==> src/rtl/mips_mem_pkg.sv <==
// Shared encodings for the MIPS data-memory load/store path.
package mips_mem_pkg;

  localparam logic [1:0] SZ_BYTE = 2'b00;
  localparam logic [1:0] SZ_HALF = 2'b01;
  localparam logic [1:0] SZ_WORD = 2'b10;
  localparam logic [1:0] SZ_RSVD = 2'b11;

  typedef enum logic [1:0] {
    LSU_IDLE = 2'd0,
    LSU_RD   = 2'd1,
    LSU_WR   = 2'd2,
    LSU_RESP = 2'd3
  } lsu_state_e;

  localparam int unsigned LSU_IDX_W = 8;

  // Reserved size or an address not naturally aligned for the access size.
  function automatic logic lsu_bad_req(input logic [1:0] size, input logic [1:0] addr_lo);
    return (size == SZ_RSVD) ||
           ((size == SZ_HALF) && addr_lo[0]) ||
           ((size == SZ_WORD) && (addr_lo != 2'b00));
  endfunction

endpackage

==> src/rtl/lsu_lane_align.sv <==
// Little-endian lane steering: sub-word load extraction/extension and
// read-modify-write merge of sub-word store data into the read word.
module lsu_lane_align
  import mips_mem_pkg::*;
(
  input  logic [1:0]  i_addr_lo,
  input  logic [1:0]  i_size,
  input  logic        i_signed,
  input  logic [31:0] i_rdata,
  input  logic [31:0] i_wdata,
  output logic [31:0] o_load,
  output logic [31:0] o_store
);

  logic [7:0]  w_byte;
  logic [15:0] w_half;

  assign w_byte = i_rdata[{i_addr_lo, 3'b000} +: 8];
  assign w_half = i_rdata[{i_addr_lo[1], 4'b0000} +: 16];

  always_comb begin
    o_load  = i_rdata;
    o_store = i_rdata;
    case (i_size)
      SZ_BYTE: begin
        o_load = {{24{i_signed & w_byte[7]}}, w_byte};
        o_store[{i_addr_lo, 3'b000} +: 8] = i_wdata[7:0];
      end
      SZ_HALF: begin
        o_load = {{16{i_signed & w_half[15]}}, w_half};
        o_store[{i_addr_lo[1], 4'b0000} +: 16] = i_wdata[15:0];
      end
      default: begin
        o_load  = i_rdata;
        o_store = i_wdata;
      end
    endcase
  end

endmodule

==> src/rtl/load_store_unit.sv <==
// Load/store controller for a level-sensitive word memory with RMW for SB/SH.
// Define LSU_STATS_EN to add saturating load/store/error counters.
//
// state    | meaning
// ---------+-----------------------------------------------------------
// LSU_IDLE | ready for a request; latches it and checks alignment
// LSU_RD   | MemRead held MEM_LAT cycles (load, or first half of RMW)
// LSU_WR   | MemWrite held MEM_LAT cycles with a stable write word
// LSU_RESP | response presented until resp_ready
module load_store_unit
  import mips_mem_pkg::*;
#(
  parameter int unsigned MEM_LAT = 1,
  parameter int unsigned IDX_W   = LSU_IDX_W
) (
  input  logic        clk,
  input  logic        rst,
  input  logic        req_valid,
  output logic        req_ready,
  input  logic        req_write,
  input  logic [1:0]  req_size,
  input  logic        req_signed,
  input  logic [31:0] req_addr,
  input  logic [31:0] req_wdata,
  output logic        resp_valid,
  input  logic        resp_ready,
  output logic [31:0] resp_rdata,
  output logic        resp_err,
  output logic        MemRead,
  output logic        MemWrite,
  output logic [31:0] Mem_Address,
  output logic [31:0] Mem_Write_Data,
  input  logic [31:0] Mem_Read_Data
`ifdef LSU_STATS_EN
  ,
  output logic [15:0] stat_loads,
  output logic [15:0] stat_stores,
  output logic [15:0] stat_errs
`endif
);

  localparam logic [3:0] LAT_INIT = 4'(MEM_LAT - 1);

  lsu_state_e       r_state, w_next_state;
  logic [3:0]       r_lat_cnt;
  logic             r_write, r_signed, r_err;
  logic [1:0]       r_size, r_addr_lo;
  logic [IDX_W-1:0] r_idx;
  logic [31:0]      r_wdata, r_mem_wdata, r_rdata;
  logic [31:0]      w_load_val, w_store_word;
  logic             w_req_bad;
  logic             w_unused_addr;

  assign w_req_bad     = lsu_bad_req(req_size, req_addr[1:0]);
  assign w_unused_addr = ^req_addr[31:IDX_W+2];

  lsu_lane_align u_align (
    .i_addr_lo (r_addr_lo),
    .i_size    (r_size),
    .i_signed  (r_signed),
    .i_rdata   (Mem_Read_Data),
    .i_wdata   (r_wdata),
    .o_load    (w_load_val),
    .o_store   (w_store_word)
  );

  always_ff @(posedge clk) begin
    if (rst) r_state <= LSU_IDLE;
    else     r_state <= w_next_state;
  end

  always_comb begin
    w_next_state = r_state;
    req_ready    = 1'b0;
    resp_valid   = 1'b0;
    MemRead      = 1'b0;
    MemWrite     = 1'b0;
    case (r_state)
      LSU_IDLE: begin
        req_ready = 1'b1;
        if (req_valid) begin
          if (w_req_bad)                             w_next_state = LSU_RESP;
          else if (req_write && req_size == SZ_WORD) w_next_state = LSU_WR;
          else                                       w_next_state = LSU_RD;
        end
      end
      LSU_RD: begin
        MemRead = 1'b1;
        if (r_lat_cnt == 4'd0) w_next_state = r_write ? LSU_WR : LSU_RESP;
      end
      LSU_WR: begin
        MemWrite = 1'b1;
        if (r_lat_cnt == 4'd0) w_next_state = LSU_RESP;
      end
      LSU_RESP: begin
        resp_valid = 1'b1;
        if (resp_ready) w_next_state = LSU_IDLE;
      end
      default: w_next_state = LSU_IDLE;
    endcase
    // Reset is synchronous, so mask handshake and strobes while it is held.
    if (rst) begin
      req_ready  = 1'b0;
      resp_valid = 1'b0;
      MemRead    = 1'b0;
      MemWrite   = 1'b0;
    end
  end

  always_ff @(posedge clk) begin
    if (rst) begin
      r_lat_cnt   <= 4'd0;
      r_write     <= 1'b0;
      r_signed    <= 1'b0;
      r_err       <= 1'b0;
      r_size      <= SZ_BYTE;
      r_addr_lo   <= 2'b00;
      r_idx       <= '0;
      r_wdata     <= '0;
      r_mem_wdata <= '0;
      r_rdata     <= '0;
    end else begin
      case (r_state)
        LSU_IDLE: begin
          if (req_valid) begin
            r_lat_cnt   <= LAT_INIT;
            r_write     <= req_write;
            r_signed    <= req_signed;
            r_size      <= req_size;
            r_addr_lo   <= req_addr[1:0];
            r_idx       <= req_addr[IDX_W+1:2];
            r_wdata     <= req_wdata;
            r_err       <= w_req_bad;
            r_rdata     <= '0;
            r_mem_wdata <= (req_write && req_size == SZ_WORD) ? req_wdata : '0;
          end
        end
        LSU_RD: begin
          if (r_lat_cnt == 4'd0) begin
            if (r_write) begin
              r_mem_wdata <= w_store_word;
              r_lat_cnt   <= LAT_INIT;
            end else begin
              r_rdata <= w_load_val;
            end
          end else begin
            r_lat_cnt <= r_lat_cnt - 4'd1;
          end
        end
        LSU_WR: begin
          if (r_lat_cnt != 4'd0) r_lat_cnt <= r_lat_cnt - 4'd1;
        end
        default: ;
      endcase
    end
  end

  assign resp_rdata     = rst ? '0 : r_rdata;
  assign resp_err       = rst ? 1'b0 : r_err;
  assign Mem_Address    = rst ? '0 : {{(32-IDX_W){1'b0}}, r_idx};
  assign Mem_Write_Data = rst ? '0 : r_mem_wdata;

`ifdef LSU_STATS_EN
  logic        w_resp_done;
  logic [15:0] r_stat_loads, r_stat_stores, r_stat_errs;

  assign w_resp_done = (r_state == LSU_RESP) && resp_ready;

  always_ff @(posedge clk) begin
    if (rst) begin
      r_stat_loads  <= '0;
      r_stat_stores <= '0;
      r_stat_errs   <= '0;
    end else if (w_resp_done) begin
      if (r_err) begin
        if (r_stat_errs != 16'hFFFF) r_stat_errs <= r_stat_errs + 16'd1;
      end else if (r_write) begin
        if (r_stat_stores != 16'hFFFF) r_stat_stores <= r_stat_stores + 16'd1;
      end else begin
        if (r_stat_loads != 16'hFFFF) r_stat_loads <= r_stat_loads + 16'd1;
      end
    end
  end

  assign stat_loads  = r_stat_loads;
  assign stat_stores = r_stat_stores;
  assign stat_errs   = r_stat_errs;
`endif

endmodule
==> config.mk <==
export PLATFORM = sky130hd
export DESIGN_NAME = load_store_unit
export DESIGN_NICKNAME = d
export VERILOG_FILES = /design/src/rtl/mips_mem_pkg.sv /design/src/rtl/lsu_lane_align.sv /design/src/rtl/load_store_unit.sv
export SDC_FILE = /design/constraint.sdc
export NUM_CORES = 1
export LEC_CHECK = 0
export CAP_MARGIN = 20
export CORE_ASPECT_RATIO = 0.6
export CORE_MARGIN = 4
export CORE_UTILIZATION = 52
export DETAILED_ROUTE_END_ITERATION = 16
export GPL_ROUTABILITY_DRIVEN = 0
export PLACE_DENSITY = 0.87
export SYNTH_ARGS = -nofsm -noshare
export SYNTH_HDL_FRONTEND = slang
export SYNTH_SLANG_ARGS = --single-unit
==> constraint.sdc <==
create_clock -name clk -period 6.2 [get_ports clk]
set_input_delay 1.24 -clock clk [delete_from_list [all_inputs] [get_ports clk]]
set_output_delay 1.24 -clock clk [all_outputs]
set_load 0.01 [all_outputs]
==> reports/qor.txt <==
Fin Setup TNS = 0 ns
FF-to-FF setup slack = 3.18 ns
DRT iter0 DRCs = 934
largest net degree at the start of global routing = 89
Post-Syn Instances = 873
start point of the critical path = rst
mean number of vias per cell = 6.227
wl on met1 = 9867 um
met3 wire len = 3333 um
Async S/R FF share, synth = 0
Internal Power = 2.030 mW
initial antenna violation count = 0
Hold Vio Cnt, Final = 0
max_cap viols = 0
crit-path cells = buf_4 > buf_4 > nor2b_1 > clkdlybuf4s50_1
final non-filler cell area = 0.008855 sq mm
Slowest Stage Delay on Critical Path = 0.65 ns
clock network power share = 0.307
worst-path fanout max = 88
final setup violation count = 0
kind of critical path = in2out
Max IR drop VDD = 0.0002285 V
Tmin final = 4.381 ns
number of synthesized register bits = 117
vias in the first global route = 6440
yosys warns = 0
Worst-Skew Late Latency = 0.42 ns
cell mode on critical path = buf_4
Flop pwr share = 0.305
reported leakage power = 3.217 nW
Core ar. = 0.01237 sq mm
Crit path depth = 4
switching part of the total = 0.3767
share of layout cells above drive strength 1 = 0.06212
CTS clk-pin slew, worst paths = 0.06 ns
ANT cells = 0
CP top delay family = buffers and inverters
syn avg cell area = 7.738 sq um
WL met2 = 9666 um
number of CTS-inserted buffers = 17
synth top area cells = dfxtp_1 35%, nand2_1 9.7%, nor2b_1 8.1%
Post-synth EDFFs = 0
status = completed
R2R depth = 7
Die H = 96.29 um
worst slew pin tran = 1.004 ns
FF-to-FF Start = r_state[1]$_SDFFE_PP0P_
clock sink count = 117
register area share after synthesis = 0.3467
cts repair resizes = 0
top layer in use = met4
Worst Path Buf+Inv = 3
# fillers = 957
Syn-to-layout area delta = 31.08%
num rows = 31
num ports = 205
multi-input gate area in the final layout = 0.003968 sq mm
Pwr Density = 367.8 mW/mm^2
crit path capture = resp_rdata[24]
setup bufs post-CTS = 0
worst hold-check path type = reg2reg
grt ovf = 0
power share of the combinational group = 0.387
top-area cell type share of the netlist area = 0.3467
CTS tree = built
final worst path period share = 0.7067
top_reg_cell synth = dfxtp_1
crit start category = primary input
# hold bufs at CTS = 0
Unique masters post-synth = 55
Final Core Density = 0.7156
die area = 0.01494 sq mm
Initial Util = 0.5460
FMAX = 228.2 MHz
RSZ-0062 raised after global routing = false
Final Net Count = 1099
Final WS setup = 1.819 ns
first-pass GRT wire length = 35490 um
die boundary width = 155.1 um
Setup Skew = 0.01250 ns
detailed placer's ending HPWL = 16360 um
average routed wire per standard cell = 20.20 um
Worst EP arrival = 3.14 ns
CP endpoint kind = primary output
DRT antenna net count = 0
cell area after placement = 0.008228 sq mm
Pre-antenna DRT Iters = 6
r2r endpoint = r_rdata[0]$_SDFFE_PP0P_
IO buf count = 158
CP max stage cell = buf_4
Max Slew Vio Count = 0
clock tree buffer depth = 2
Vias = 7242
Slew HR = 0.3310
Root Buffer = clkbuf_16
Remaining DRCs = 0
GR Util All Layers = 0.3041
Reg area = 0.002344 sq mm
NetSw = 1.227 mW
cell taking the most area after synthesis = dfxtp_1
H-Tree Depth = 4
pre-CTS setup slack = 1.845 ns
Mapped Area = 0.006755 sq mm
Power Total = 3.257 mW
Worst Path Required = 4.96 ns
Total Wirelength = 23490 um
-- routing by layer --
layer | vias to the layer above | global-route usage
li1 | 3302 | -
met1 | 3337 | 0.4236
met2 | 535 | 0.4288
met3 | 68 | 0.1168
met4 | 0 | 0.1021
met5 | - | 0
-- worst min path at each step --
stage                                         from                        to  cells after the start
after floorplan                 r_err$_SDFFE_PP0P_        r_err$_SDFFE_PP0P_                      2
after detailed placement     r_idx[6]$_SDFFE_PP0P_     r_idx[6]$_SDFFE_PP0P_                      2
after CTS                    r_idx[6]$_SDFFE_PP0P_     r_idx[6]$_SDFFE_PP0P_                      2
after global routing      r_wdata[16]$_SDFFE_PP0P_  r_wdata[16]$_SDFFE_PP0P_                      2
after global placement       r_idx[5]$_SDFFE_PP0P_     r_idx[5]$_SDFFE_PP0P_                      2
final                        r_idx[6]$_SDFFE_PP0P_     r_idx[6]$_SDFFE_PP0P_                      2
-- cells in the final DEF (no fill, tap or decap), types with 9 or more instances in the layout --
master and count:
a221oi_1 29, clkbuf_16 17, nand2_1 174, a32oi_1 18, nand3_1 10, nand3b_1 10, nor2_1 21, nor2b_1 88
inv_1 9, a22o_1 11, nor3_1 11, nand2b_1 12, ha_1 9, o41ai_1 20, a21oi_1 96, clkdlybuf4s50_1 157
conb_1 24, buf_4 14, dfxtp_1 116, mux2i_1 17, o21ai_0 36
-- worst min-delay path: stages, from the launching register on --
cell     delay (ns)
dfxtp_1        0.30
nand2_1        0.05
a21oi_1        0.05
-- state kept, by name, summed over array words and instances (netlist names) --
signal and cells:
r_addr_lo 2, r_lat_cnt 4, r_mem_wdata 32, r_wdata 32
r_err 1, r_write 1, r_size 2, r_rdata 32
r_state 2, r_signed 1, r_idx 8
-- power groups by stage --
stage          logic (mW)  registers [mW]  clock network, mW
6_report             1.26           0.995               1.00
5_1_grt              1.35            1.01               1.05
4_1_cts              1.20           0.987               1.00
3_5_place_dp         1.18            1.00                  0
3_3_place_gp         1.16           0.995                  0
2_1_floorplan       0.836           0.962                  0
-- cell families (layout without fill, tap and decap cells) --
family | after synthesis | count (layout) | share of synthesized area
flops | 117 | 117 | 0.3467
fa+ha+maj | 10 | 10 | 0.01852
compound gates | 264 | 264 | 0.2654
buf+inv | 111 | 213 | 0.08020
simple gates | 348 | 348 | 0.2534
mux | 22 | 22 | 0.03519
other cells | 1 | 24 | 0.0005551
-- cells in the mapped netlist (10+ instances only) --
master / n
a21oi_1: 96
a221oi_1: 29
a22o_1: 11
a32oi_1: 18
buf_1: 14
buf_4: 24
clkbuf_1: 59
dfxtp_1: 117
ha_1: 10
mux2i_1: 17
nand2_1: 174
nand2b_1: 12
nand3_1: 10
nand3b_1: 10
nor2_1: 21
nor2b_1: 88
nor3_1: 11
o21ai_0: 36
o41ai_1: 20
-- per-stage QoR --
| stage | hold slack, ns | cells |
|---|---|---|
| 2_1_floorplan | 0.4318 | 896 |
| 3_3_place_gp | 0.4378 | 1129 |
| 3_5_place_dp | 0.4433 | 1130 |
| 4_1_cts | 0.4522 | 1162 |
| 5_1_grt | 0.4657 | 1163 |
| 6_report | 0.4544 | 1163 |
-- layout make-up --
type,count,area share
Clock buffer,19,0.05002
Clock inverter,13,0.01766
Inverter,9,0.003815
Multi-Input combinational cell,668,0.4481
Sequential cell,117,0.2647
Tap cell,165,0.02331
Timing Repair Buffer,172,0.1925
Note: power is estimated with default switching activity, not from simulation.
